==> src/rtl/cp0_pkg.sv <==
// Shared definitions for the CP0 unit: register indices, field positions,
// exception codes, the fixed addresses and the EXL-based state encoding.
package cp0_pkg;

    localparam logic [4:0] REG_SR    = 5'd12;
    localparam logic [4:0] REG_CAUSE = 5'd13;
    localparam logic [4:0] REG_EPC   = 5'd14;
    localparam logic [4:0] REG_PRID  = 5'd15;

    localparam int SR_IE_BIT      = 0;
    localparam int SR_EXL_BIT     = 1;
    localparam int SR_IM_LSB      = 10;
    localparam int SR_IM_MSB      = 15;
    localparam int CAUSE_EXC_LSB  = 2;
    localparam int CAUSE_EXC_MSB  = 6;
    localparam int CAUSE_IP_LSB   = 10;
    localparam int CAUSE_IP_MSB   = 15;
    localparam int CAUSE_BD_BIT   = 31;

    localparam logic [4:0] EXC_INT  = 5'd0;
    localparam logic [4:0] EXC_ADEL = 5'd4;
    localparam logic [4:0] EXC_ADES = 5'd5;
    localparam logic [4:0] EXC_RI   = 5'd10;
    localparam logic [4:0] EXC_OV   = 5'd12;

    localparam logic [31:0] PRID         = 32'h2015_1122;
    localparam logic [31:0] HANDLER_ADDR = 32'h0000_4180;

    // The FSM state is SR.EXL itself, so the encoding must stay 0/1.
    typedef enum logic {
        ST_NORMAL  = 1'b0,
        ST_HANDLER = 1'b1
    } cp0_state_t;

    // EPC always holds a word address.
    function automatic logic [31:0] word_align(input logic [31:0] addr);
        return {addr[31:2], 2'b00};
    endfunction

endpackage

==> src/rtl/cp0_unit_if.sv <==
// M-stage <-> CP0 bundle. The pipeline side is the master; cp0_unit is the slave.
interface cp0_unit_if;

    logic [31:0] pc_M;
    logic        bd_M;
    logic        exc_valid_M;
    logic [4:0]  exc_code_M;
    logic [5:0]  hw_int;
    logic        cp0_we;
    logic [4:0]  cp0_addr;
    logic [31:0] cp0_wdata;
    logic        eret_M;
    logic [31:0] cp0_rdata;
    logic        exc_req;
    logic [31:0] redirect_pc;
    logic [31:0] epc;
    logic        exl;

    modport master (
        output pc_M, bd_M, exc_valid_M, exc_code_M, hw_int,
               cp0_we, cp0_addr, cp0_wdata, eret_M,
        input  cp0_rdata, exc_req, redirect_pc, epc, exl
    );

    modport slave (
        input  pc_M, bd_M, exc_valid_M, exc_code_M, hw_int,
               cp0_we, cp0_addr, cp0_wdata, eret_M,
        output cp0_rdata, exc_req, redirect_pc, epc, exl
    );

endinterface

==> src/rtl/cp0_req_arb.sv <==
// Interrupt/exception arbitration at the M stage. Purely combinational;
// interrupts beat synchronous exceptions and report ExcCode INT.
module cp0_req_arb
    import cp0_pkg::*;
(
    input  logic       ie,
    input  logic       exl,
    input  logic [5:0] im,
    input  logic [5:0] hw_int,
    input  logic       exc_valid,
    input  logic [4:0] exc_code,
    output logic       exc_req,
    output logic [4:0] exc_code_sel
);

    logic int_p;
    logic exc_p;

    assign int_p        = ie & ~exl & (|(hw_int & im));
    assign exc_p        = exc_valid & ~exl;
    assign exc_req      = int_p | exc_p;
    assign exc_code_sel = int_p ? EXC_INT : exc_code;

endmodule

==> src/rtl/cp0_unit.sv <==
// Coprocessor 0: SR, Cause, EPC and PRId, plus the exception/eret redirect
// that feeds the PC register.
// Optional feature: define CP0_BD_EN to record branch-delay-slot exceptions
// (Cause.BD set and EPC pointing at the branch).
//
// state      | meaning
// ST_NORMAL  | SR.EXL=0, interrupts and exceptions may be taken
// ST_HANDLER | SR.EXL=1, inside the handler, new requests are blocked
module cp0_unit
    import cp0_pkg::*;
(
    input  logic        clk,
    input  logic        rst,
    cp0_unit_if.slave   bus
);

    cp0_state_t  state;
    logic [5:0]  sr_im;
    logic        sr_ie;
    logic [5:0]  cause_ip;
    logic [4:0]  cause_exc;
    logic        cause_bd;
    logic [31:0] epc_q;

    logic        exl;
    logic        req;
    logic [4:0]  code_sel;
    logic [31:0] sr_val;
    logic [31:0] cause_val;
    logic [31:0] pc_aligned;

    assign exl        = (state == ST_HANDLER);
    assign pc_aligned = word_align(bus.pc_M);
    assign sr_val     = {16'b0, sr_im, 8'b0, exl, sr_ie};
    assign cause_val  = {cause_bd, 15'b0, cause_ip, 3'b0, cause_exc, 2'b00};

    cp0_req_arb u_arb (
        .ie           (sr_ie),
        .exl          (exl),
        .im           (sr_im),
        .hw_int       (bus.hw_int),
        .exc_valid    (bus.exc_valid_M),
        .exc_code     (bus.exc_code_M),
        .exc_req      (req),
        .exc_code_sel (code_sel)
    );

    // FSM plus register file: a taken request overrides mtc0 and eret in the same cycle.
    always_ff @(posedge clk or negedge rst) begin
        if (!rst) begin
            state     <= ST_NORMAL;
            sr_im     <= '0;
            sr_ie     <= 1'b0;
            cause_ip  <= '0;
            cause_exc <= '0;
            cause_bd  <= 1'b0;
            epc_q     <= '0;
        end else begin
            cause_ip <= bus.hw_int;
            if (req) begin
                state     <= ST_HANDLER;
                cause_exc <= code_sel;
`ifdef CP0_BD_EN
                if (bus.bd_M) begin
                    cause_bd <= 1'b1;
                    epc_q    <= pc_aligned - 32'd4;
                end else begin
                    cause_bd <= 1'b0;
                    epc_q    <= pc_aligned;
                end
`else
                cause_bd <= 1'b0;
                epc_q    <= pc_aligned;
`endif
            end else begin
                if (bus.cp0_we) begin
                    case (bus.cp0_addr)
                        REG_SR: begin
                            sr_im <= bus.cp0_wdata[SR_IM_MSB:SR_IM_LSB];
                            sr_ie <= bus.cp0_wdata[SR_IE_BIT];
                            state <= bus.cp0_wdata[SR_EXL_BIT] ? ST_HANDLER : ST_NORMAL;
                        end
                        REG_EPC: epc_q <= bus.cp0_wdata;
                        default: ;
                    endcase
                end
                // eret has the last word on EXL when it shares a cycle with an SR write.
                if (bus.eret_M) begin
                    state <= ST_NORMAL;
                end
            end
        end
    end

    // mfc0 read mux; reads see pre-edge register values.
    always_comb begin
        bus.cp0_rdata = '0;
        case (bus.cp0_addr)
            REG_SR:    bus.cp0_rdata = sr_val;
            REG_CAUSE: bus.cp0_rdata = cause_val;
            REG_EPC:   bus.cp0_rdata = epc_q;
            REG_PRID:  bus.cp0_rdata = PRID;
            default:   bus.cp0_rdata = '0;
        endcase
    end

    // Redirect: handler entry wins over eret.
    always_comb begin
        bus.redirect_pc = '0;
        if (req) begin
            bus.redirect_pc = HANDLER_ADDR;
        end else if (bus.eret_M) begin
            bus.redirect_pc = epc_q;
        end
    end

    assign bus.exc_req = req;
    assign bus.epc     = epc_q;
    assign bus.exl     = exl;

endmodule
==> src/flat_wrapper.sv <==
// flat-port wrapper written by rule: the top's interface ports become plain ports
module cp0_unit_flat import cp0_pkg::*;
  (clk, rst, bus_pc_M, bus_bd_M, bus_exc_valid_M, bus_exc_code_M, bus_hw_int, bus_cp0_we, bus_cp0_addr, bus_cp0_wdata, bus_eret_M, bus_cp0_rdata, bus_exc_req, bus_redirect_pc, bus_epc, bus_exl);
  cp0_unit_if bus_i ();
  input  logic clk;
  input  logic rst;
  input wire logic [$bits(bus_i.pc_M)-1:0] bus_pc_M;
  input wire logic [$bits(bus_i.bd_M)-1:0] bus_bd_M;
  input wire logic [$bits(bus_i.exc_valid_M)-1:0] bus_exc_valid_M;
  input wire logic [$bits(bus_i.exc_code_M)-1:0] bus_exc_code_M;
  input wire logic [$bits(bus_i.hw_int)-1:0] bus_hw_int;
  input wire logic [$bits(bus_i.cp0_we)-1:0] bus_cp0_we;
  input wire logic [$bits(bus_i.cp0_addr)-1:0] bus_cp0_addr;
  input wire logic [$bits(bus_i.cp0_wdata)-1:0] bus_cp0_wdata;
  input wire logic [$bits(bus_i.eret_M)-1:0] bus_eret_M;
  output wire logic [$bits(bus_i.cp0_rdata)-1:0] bus_cp0_rdata;
  output wire logic [$bits(bus_i.exc_req)-1:0] bus_exc_req;
  output wire logic [$bits(bus_i.redirect_pc)-1:0] bus_redirect_pc;
  output wire logic [$bits(bus_i.epc)-1:0] bus_epc;
  output wire logic [$bits(bus_i.exl)-1:0] bus_exl;
  assign bus_i.pc_M = bus_pc_M;
  assign bus_i.bd_M = bus_bd_M;
  assign bus_i.exc_valid_M = bus_exc_valid_M;
  assign bus_i.exc_code_M = bus_exc_code_M;
  assign bus_i.hw_int = bus_hw_int;
  assign bus_i.cp0_we = bus_cp0_we;
  assign bus_i.cp0_addr = bus_cp0_addr;
  assign bus_i.cp0_wdata = bus_cp0_wdata;
  assign bus_i.eret_M = bus_eret_M;
  assign bus_cp0_rdata = bus_i.cp0_rdata;
  assign bus_exc_req = bus_i.exc_req;
  assign bus_redirect_pc = bus_i.redirect_pc;
  assign bus_epc = bus_i.epc;
  assign bus_exl = bus_i.exl;
  cp0_unit u_core (.clk(clk), .rst(rst), .bus(bus_i));
endmodule
==> config.mk <==
export PLATFORM = sky130hd
export DESIGN_NAME = cp0_unit_flat
export DESIGN_NICKNAME = d
export VERILOG_FILES = /design/src/rtl/cp0_pkg.sv /design/src/rtl/cp0_unit_if.sv /design/src/rtl/cp0_req_arb.sv /design/src/rtl/cp0_unit.sv /design/src/flat_wrapper.sv
export SDC_FILE = /design/constraint.sdc
export NUM_CORES = 1
export LEC_CHECK = 0
export ABC_AREA = 0
export CORE_MARGIN = 3
export CORE_UTILIZATION = 42
export DETAILED_ROUTE_END_ITERATION = 16
export PLACE_DENSITY = 0.95
export SLEW_MARGIN = 20
export SYNTH_ARGS = -nofsm -noshare
export SYNTH_HDL_FRONTEND = slang
export SYNTH_HIERARCHICAL = 1
export SYNTH_SLANG_ARGS = --single-unit
==> constraint.sdc <==
create_clock -name clk -period 2.95 [get_ports clk]
set_input_delay 0.295 -clock clk [delete_from_list [all_inputs] [get_ports clk]]
set_output_delay 0.295 -clock clk [all_outputs]
set_load 0.02 [all_outputs]
== Word-level counts from Yosys, hierarchy flattened ==
Cells that the tools add are included.
Operators by class
  equality and inequality tests: 4
  mux-type cells: 12
  bitwise gates (word level): 7
  reductions and logical operators: 8
Operator list (number)
  32-bit two-way mux: 5
  32-bit one-hot mux with 4 select lines: 1
  5-bit by 4-bit == test with 1-bit output (second input constant): 4
  6-bit bitwise AND: 1
  3-bit nonzero test: 2
  6-bit OR reduction: 1
  1-bit two-way mux: 5
  5-bit two-way mux: 1
  2-bit AND reduction: 2
  2-bit nonzero test: 2
  1-bit bitwise AND: 3
  3-bit AND reduction: 1
  1-bit inverter: 2
  1-bit OR: 1
Word-level totals
  register bits: 51
  bits of input ports: 86
  output and inout bits: 98
  word-level logic and storage cells: 37

== Depth between registers and ports, before layout ==
Gate-level depths: netlist of the first run.
  depth after elaboration: 6
  gate-level depth with buffers: 7
  mapped depth without buffers: 6

== Cells and area by module ==
The synthesis of the first run kept the hierarchy.
By module, submodules not included
  cp0_unit: instances 1, cells each 367, area an instance 3133.0 µm², sequential area each 1276.2 µm²
  cp0_req_arb: instances 1, cells each 12, area an instance 115.1 µm², sequential area each 0.0 µm²

== Worst setup path before layout of the first run ==
OpenSTA, ideal clock, no wires.
  path type: register to output
  start point: register u_core.sr_im[3]
  end point: output port bus_redirect_pc[21]
  arrival time: 1836 ps
  data required time: 2655 ps
  setup slack: 819 ps
  cell stages (with the launch flop): 8
  buffers on the path: 2
  cells stage by stage: dfrtp_1 -> a22oi_2 -> a31oi_1 -> o21ba_1 -> nor2b_1 -> clkbuf_1 -> clkbuf_1 -> and2_1
Between the ends
  longest elaborated chain between the ends: 5
RTL lines
  start, declared: RTL line cp0_unit.sv:18  | logic [5:0] sr_im;
  start signal, assigned: RTL line cp0_unit.sv:79  | sr_im <= bus.cp0_wdata[SR_IM_MSB:SR_IM_LSB];
  6-bit bitwise AND: RTL line cp0_req_arb.sv:19  | assign int_p = ie & ~exl & (|(hw_int & im));
  6-bit OR reduction: RTL line cp0_req_arb.sv:19
  1-bit bitwise AND: RTL line cp0_req_arb.sv:19
  1-bit OR: RTL line cp0_req_arb.sv:21  | assign exc_req = int_p | exc_p;
  via bus_exc_req: RTL line flat_wrapper.sv:17  | output wire logic [$bits(bus_i.exc_req)-1:0] bus_exc_req;
  32-bit two-way mux: RTL line cp0_unit.sv:110  | if (req) begin
  end, declared: RTL line flat_wrapper.sv:18  | output wire logic [$bits(bus_i.redirect_pc)-1:0] bus_redirect_pc;
The timed path passes the listed nets, and every way through them passes these cells.

== Worst setup path in the final report of the first run ==
  start point: input port bus_hw_int[3]
  end point: output port bus_redirect_pc[28]
Between the ends
  longest elaborated chain between the ends: 5
RTL lines
  start, declared: RTL line flat_wrapper.sv:11  | input wire logic [$bits(bus_i.hw_int)-1:0] bus_hw_int;
  6-bit bitwise AND: RTL line cp0_req_arb.sv:19
  6-bit OR reduction: RTL line cp0_req_arb.sv:19
  1-bit bitwise AND: RTL line cp0_req_arb.sv:19
  1-bit OR: RTL line cp0_req_arb.sv:21
  32-bit two-way mux: RTL line cp0_unit.sv:110
Every way passes these cells.

==> metrics.yaml, run 1 <==
status:
  outcome: "finished, final reports clean"
global_routing:
  grt_max_degree: 52
  grt.total_usage_pct: 25.4
  grt_pass1_wl_mm: 17.6
  overflow: 0
  antenna_found_initial: 0
  grt_pass1_vias: 3415
final_layout:
  antennaDiodeCount: 0
  drive_above_1_share_pct: 8.70
  design_area_um2: 5270
  syn_to_final_growth_pct: 62.2
  nNetsFinal: 637
  nFillCells: 562
placement:
  port_buffers: 180
  dpl.hpwl_mm: 8.56
  post_dp_cell_area_um2: 5160
  gp_routability_congestion: 0.882
setup_path:
  cp_data_arrival_time_ns: 2.54
  cp_max_fo: 11
  critPathTopFamily: "buffers and inverters"
  required_ns: 2.65
  rr_startpoint: "u_core/sr_im[3]"
  end_kind: "output port"
  startpoint_type: "primary input"
  r2r_slack_ns: 0.54
  cpMostUsedCell: "clkdlybuf4s50_1"
  slowest_stage: "clkdlybuf4s50_1"
  r2r_end: "u_core/sr_im[5]"
  critPathMaxStageDelay_ns: 0.60
  reg2regPathDepth: 6
  cp_cell_sequence: "clkdlybuf4s50_1, a22oi_2, a31oi_1, o21ba_1, nor2b_2, buf_4, and2_1, clkdlybuf4s50_1"
  critPathKind: "primary input to output port"
  critPathBufInv: 3
routing:
  ant_nets: 0
  avgRoutedWirePerCell_um: 17.3
  dr.pass1.iters: 4
  vias: 3409
  drt_iter0_markers: 172
  drcViolationCount: 0
  viasPerCell: 5.24
  routed_wl_mm: 11.2
synthesis:
  synth_warnings: 6
  avgSynthCellArea_um2: 8.57
  synthCells: 379
  synth_seq_cells: 51
  ys_types: 31
  netlist_area_um2: 3250
  postSynth.asyncResetShare_pct: 100
  synth-seq-area-share_pct: 39.3
  synth_fp_nets: 465
  ys.flop_type: "dfrtp_1"
  synth_edf_count: 0
clocking:
  clock_latency_ns: 0.31
  htreeDepth: 2
  cts_made_buffers: 5
  cts.sinks: 51
  clockRootBuffer: "clkbuf_8"
  cts_tree: "built"
  cts_hold_buffers: 0
  clockBufferDepth: 2
  clk_pin_slew_worst_paths_ns: 0.11
floorplanning:
  start_util_pct: 44.1
  dieWidth_um: 93.9
  die-height_um: 93.9
  die_area_um2: 8820
  ioPinCount: 184
  core.rowCount: 31
  core_um2: 7370
sta:
  setup_viol: 0
  max_slew_margin_pct: 54.3
  period_minus_slack_ns: 2.83
  rsz0062_at_grt: "false"
  max_freq_mhz: 353
  hold_viol: 0
  worst-slew-pin-transition_ns: 0.686
  drv_slew: 0
  finalCritPeriodShare_pct: 95.9
  skew_ns: 0.0109
  fin_setup_tns_ns: 0
pwr:
  p_clk_share_pct: 12.9
  power_density_nw_per_um2: 629
  vdd_drop_max_mv: 0.305
  p_sw_share_pct: 39.7
  p_switching_mw: 1.31
  p_leak_nw: 2.22
  internal_power_mw: 2.00
  combPwrFrac_pct: 51.9
  pwr-share-seq_pct: 35.2
hold_path:
  worstHoldPathType: "primary input to asynchronous set/reset pin"
run:
  maxCapViolCount: 0
## cell usage in the layout (no fill, tap or decap), types with 10 or more instances in the layout
cell type,synthesis,routed
nor2b_1,11,10
a31oi_1,15,15
inv_1,31,31
buf_4,0,17
nor3_1,18,18
nor2_1,31,31
or3_1,15,15
clkdlybuf4s50_1,0,173
o21a_1,16,16
nand2b_1,17,16
o31a_1,16,16
nand2_1,18,18
o21ai_0,16,16
dfrtp_1,51,51
and2_1,43,43
## sequential cells by signal (all words and copies together), names as in the netlist
| name | count |
|---|---|
| u_core/bus.epc | 32 |
| u_core/bus.exl | 1 |
| u_core/cause_exc | 5 |
| u_core/cause_ip | 6 |
| u_core/sr_ie | 1 |
| u_core/sr_im | 6 |
## cell usage after synthesis, types with 2 or more instances
| cell | count | area, um2 |
|---|---|---|
| and2_1 | 43 | 269 |
| o21ai_0 | 16 | 80.1 |
| a22oi_2 | 3 | 37.5 |
| o31a_1 | 16 | 140 |
| or2_2 | 5 | 31.3 |
| o21a_1 | 16 | 120 |
| a22oi_1 | 4 | 30.0 |
| nand2b_1 | 17 | 106 |
| dfrtp_1 | 51 | 1280 |
| mux2i_1 | 8 | 80.1 |
| nand3b_1 | 2 | 15.0 |
| mux2_2 | 5 | 56.3 |
| nor2b_1 | 11 | 68.8 |
| buf_6 | 2 | 22.5 |
| inv_1 | 31 | 116 |
| a21oi_1 | 8 | 40.0 |
| mux2_4 | 7 | 105 |
| buf_2 | 3 | 15.0 |
| nand2_1 | 18 | 67.6 |
| a31oi_1 | 15 | 93.8 |
| or3_1 | 15 | 93.8 |
| nor3_1 | 18 | 90.1 |
| nand4b_1 | 2 | 17.5 |
| clkbuf_1 | 26 | 97.6 |
| nor2_1 | 31 | 116 |
## stage by stage
stage / util (%) / hold slack [ns] / std cells / power, mW / worst slack (ns)
after floorplan: - / -0.000591 / 379 / 2.00 / 0.819
after global placement: 70.0 / 0.489 / 643 / 2.84 / 0.169
after detailed placement: 70.0 / 0.380 / 643 / 2.91 / 0.0691
after CTS: 71.3 / 0.0300 / 651 / 3.34 / 0.0553
after global routing: 71.5 / 0.0392 / 651 / 3.50 / 0.0158
final: 71.5 / 0.00225 / 651 / 3.31 / 0.120
## power groups by stage
stage | logic, mW | registers [mW] | clock network [mW]
2_1_floorplan | 0.701 | 1.30 | 0
3_3_place_gp | 1.68 | 1.16 | 0
3_5_place_dp | 1.73 | 1.18 | 0
4_1_cts | 1.74 | 1.17 | 0.442
5_1_grt | 1.83 | 1.20 | 0.464
6_report | 1.72 | 1.17 | 0.427
## final cells by class
type | instances | area, um2 | area share [%]
repair buffers | 196 | 1930 | 36.7
multi-input cells | 265 | 1720 | 32.7
flip-flops and latches | 51 | 1280 | 24.2
well taps | 99 | 124 | 2.35
clock inverters | 3 | 25.0 | 0.475
clock buffers | 5 | 68.8 | 1.31
inverters | 32 | 120 | 2.28
## how the worst max path moves through the flow
stage | endpoint | depth (start not counted) | from | slack (ns)
4_1_cts | bus_redirect_pc[11] | 8 | bus_hw_int[3] | 0.06
3_5_place_dp | bus_redirect_pc[11] | 8 | bus_hw_int[3] | 0.07
3_3_place_gp | bus_redirect_pc[2] | 8 | bus_hw_int[2] | 0.17
6_report | bus_redirect_pc[28] | 8 | bus_hw_int[3] | 0.12
5_1_grt | bus_redirect_pc[7] | 7 | bus_hw_int[3] | 0.02
2_1_floorplan | bus_redirect_pc[21] | 7 | u_core/sr_im[3] | 0.82
## logic make-up after synthesis
| family | synth area share [%] |
|---|---|
| simple gates | 27.2 |
| compound gates | 18.3 |
| mux | 7.43 |
| flops | 39.3 |
| buf+inv | 7.86 |
## what timing repair did
action,4_1_cts,5_1_grt
gates resized for setup,0,6
endpoints found under the setup margin,0,7
setup buffers,0,0
## per-layer routing
layer | track usage, % | up-vias | wire length, um | part of all wire [%]
met1 | 32.2 | 1639 | 4540 | 40
li1 | - | 1613 | - | -
met5 | 0 | - | 0 | 0
met3 | 5.53 | 20 | 826 | 7.4
met2 | 43.5 | 137 | 5630 | 50
met4 | 7.34 | 0 | 237 | 2.1
(Power assumes the default switching activity.)
==> inputs of run 2 (changes only) <==
--- a/config.mk
+++ b/config.mk
@@ -6,7 +6,7 @@
 export NUM_CORES = 1
 export LEC_CHECK = 0
 export ABC_AREA = 0
-export CORE_MARGIN = 3
+export CORE_ASPECT_RATIO = 0.6
 export CORE_UTILIZATION = 42
 export DETAILED_ROUTE_END_ITERATION = 16
 export PLACE_DENSITY = 0.95
==> metrics.yaml, run 2 (same netlist as run 1, synthesis figures left out) <==
status:
  outcome: "finished, final reports clean"  # unchanged
global_routing:
  grt.total_usage_pct: 27.8  # was 25.4%
  antenna_found_initial: 0  # unchanged
  grt_max_degree: 54  # was 52
  grt_pass1_vias: 3381  # was 3415
  overflow: 0  # unchanged
  grt_pass1_wl_mm: 17.2  # was 17.6 mm
final_layout:
  antennaDiodeCount: 0  # unchanged
  final_common_cell: "clkdlybuf4s50_1"  # unchanged
  drive_above_1_share_pct: 8.86  # was 8.70%
  nFillCells: 556  # was 562
  nNetsFinal: 638  # was 637
  final_cell_mix: "179 x clkdlybuf4s50_1, 51 x dfrtp_1, 43 x and2_1, 31 x nor2_1, 31 x inv_1"  # was 173 x clkdlybuf4s50_1, 51 x dfrtp_1, 43 x and2_1, 31 x nor2_1, 31 x inv_1
  syn_to_final_growth_pct: 64.8  # was 62.2%
  design_area_um2: 5350  # was 5270 um2
  largest_reg_flops: 32  # unchanged
  seq_area_um2: 1280  # unchanged
  fin_cells: 657  # was 651
  multi_input_area_um2: 1720  # unchanged
sta:
  drv_slew: 0  # unchanged
  skew_ns: 0.00341  # was 0.0109 ns
  max_freq_mhz: 358  # was 353 MHz
  period_minus_slack_ns: 2.79  # was 2.83 ns
  setup_slack_ns: 0.157  # was 0.120 ns
  fin_setup_tns_ns: 0  # unchanged
  worst-slew-pin-transition_ns: 0.706  # was 0.686 ns
  finalCritPeriodShare_pct: 94.7  # was 95.9%
  max_slew_margin_pct: 52.9  # was 54.3%
  hold_viol: 0  # unchanged
  setup_viol: 0  # unchanged
  rsz0062_at_grt: "false"  # unchanged
floorplanning:
  core_um2: 7360  # was 7370 um2
  start_util_pct: 44.1  # about the same
  dieWidth_um: 116  # was 93.9 um
  core.rowCount: 24  # was 31
  die-height_um: 70.1  # was 93.9 um
  ioPinCount: 184  # unchanged
  die_area_um2: 8100  # was 8820 um2
clocking:
  cts_made_buffers: 5  # unchanged
  clk_pin_slew_worst_paths_ns: 0.07  # was 0.11 ns
  cts_tree: "built"  # unchanged
  cts_hold_buffers: 0  # unchanged
  clockRootBuffer: "clkbuf_16"  # was clkbuf_8
  clock_latency_ns: 0.29  # was 0.31 ns
  cts.sinks: 51  # unchanged
  htreeDepth: 2  # unchanged
  clockBufferDepth: 2  # unchanged
  cts_setup_buffers: 0  # unchanged
  postCtsResizedCells: 0  # unchanged
setup_path:
  slowest_stage: "clkdlybuf4s50_1"  # unchanged
  startpoint_type: "primary input"  # unchanged
  end_kind: "output port"  # unchanged
  reg2regPathDepth: 6  # unchanged
  cp_max_fo: 22  # was 11
  rr_startpoint: "u_core/sr_im[3]"  # unchanged
  r2r_slack_ns: 0.74  # was 0.54 ns
  critPathMaxStageDelay_ns: 0.63  # was 0.60 ns
  cp_data_arrival_time_ns: 2.50  # was 2.54 ns
  r2r_end: "u_core/sr_im[2]"  # was u_core/sr_im[5]
  cpMostUsedCell: "clkdlybuf4s50_1"  # unchanged
  startpoint: "bus_hw_int[2]"  # was bus_hw_int[3]
  required_ns: 2.65  # about the same
  cp_cell_sequence: "clkdlybuf4s50_1, a22oi_2, a31oi_1, o21ba_1, nor2b_2, buf_12, and2_1, clkdlybuf4s50_1"  # was clkdlybuf4s50_1, a22oi_2, a31oi_1, o21ba_1, nor2b_2, buf_4, and2_1, clkdlybuf4s50_1
  critPathKind: "primary input to output port"  # unchanged
routing:
  viasPerCell: 5.14  # was 5.24
  ant_nets: 0  # unchanged
  vias: 3377  # was 3409
  avgRoutedWirePerCell_um: 16.9  # was 17.3 um
  routed_wl_mm: 11.1  # was 11.2 mm
  dr.pass1.iters: 4  # unchanged
  drcViolationCount: 0  # unchanged
  drt_iter0_markers: 157  # was 172
run:
  maxCapViolCount: 0  # unchanged
pwr:
  vdd_drop_max_mv: 0.319  # was 0.305 mV
  power_density_nw_per_um2: 655  # was 629 nW/um2
  p_leak_nw: 2.17  # was 2.22 nW
  power_mw: 3.51  # was 3.31 mW
placement:
  place_ws_ns: 0.173  # was 0.0691 ns
  gp_routability_congestion: 0.852  # was 0.882
  post_dp_cell_area_um2: 5200  # was 5160 um2
  dpl.hpwl_mm: 8.38  # was 8.56 mm
  port_buffers: 180  # unchanged
  place_inst: 649  # was 643
hold_path:
  worstHoldPathType: "primary input to asynchronous set/reset pin"  # unchanged
==> run 2: final cells by class <==
cell class	instances	share of cell area, %
clock buffer	6	2.59
clock inverter	2	0.304
inverter	32	2.24
multi-input combinational	265	32.2
sequential	51	23.8
tap	104	2.43
timing repair buffer	197	36.4
==> run 2: worst max-delay path by stage <==
stage	endpoint	slack (ns)
floorplan	bus_redirect_pc[21]	0.82
global placement	bus_redirect_pc[20]	0.22
detailed placement	bus_redirect_pc[4]	0.17
CTS	bus_redirect_pc[4]	0.17
global route	bus_redirect_pc[19]	0.06
finish	bus_redirect_pc[4]	0.16
==> run 2: per-stage QoR <==
step,hold slack (ns),utilization [%]
after floorplan,-0.000591,-
after global placement,0.376,70.6
after detailed placement,0.379,70.6
after CTS,0.0692,72.8
after global routing,0.103,72.8
final,0.0519,72.8
==> run 2: power breakdown <==
group	switching, mW	internal [mW]
registers	0.241	0.922
logic	0.821	0.917
clock network	0.265	0.340
total	1.33	2.18
==> run 2: routing by layer <==
layer | vias to the layer above | share of wire, % | global-route usage, %
met5 | - | 0 | 0
met4 | 0 | 1.0 | 5.92
met3 | 9 | 7.8 | 5.56
met2 | 136 | 47 | 46.7
met1 | 1617 | 44 | 36.9
li1 | 1615 | - | -
==> run 2: worst max-delay path, delay by kind of cell <==
family / cells / cell delay [ns]
compound gates: 3 / 0.60
buf+inv: 3 / 1.27
simple gates: 2 / 0.33
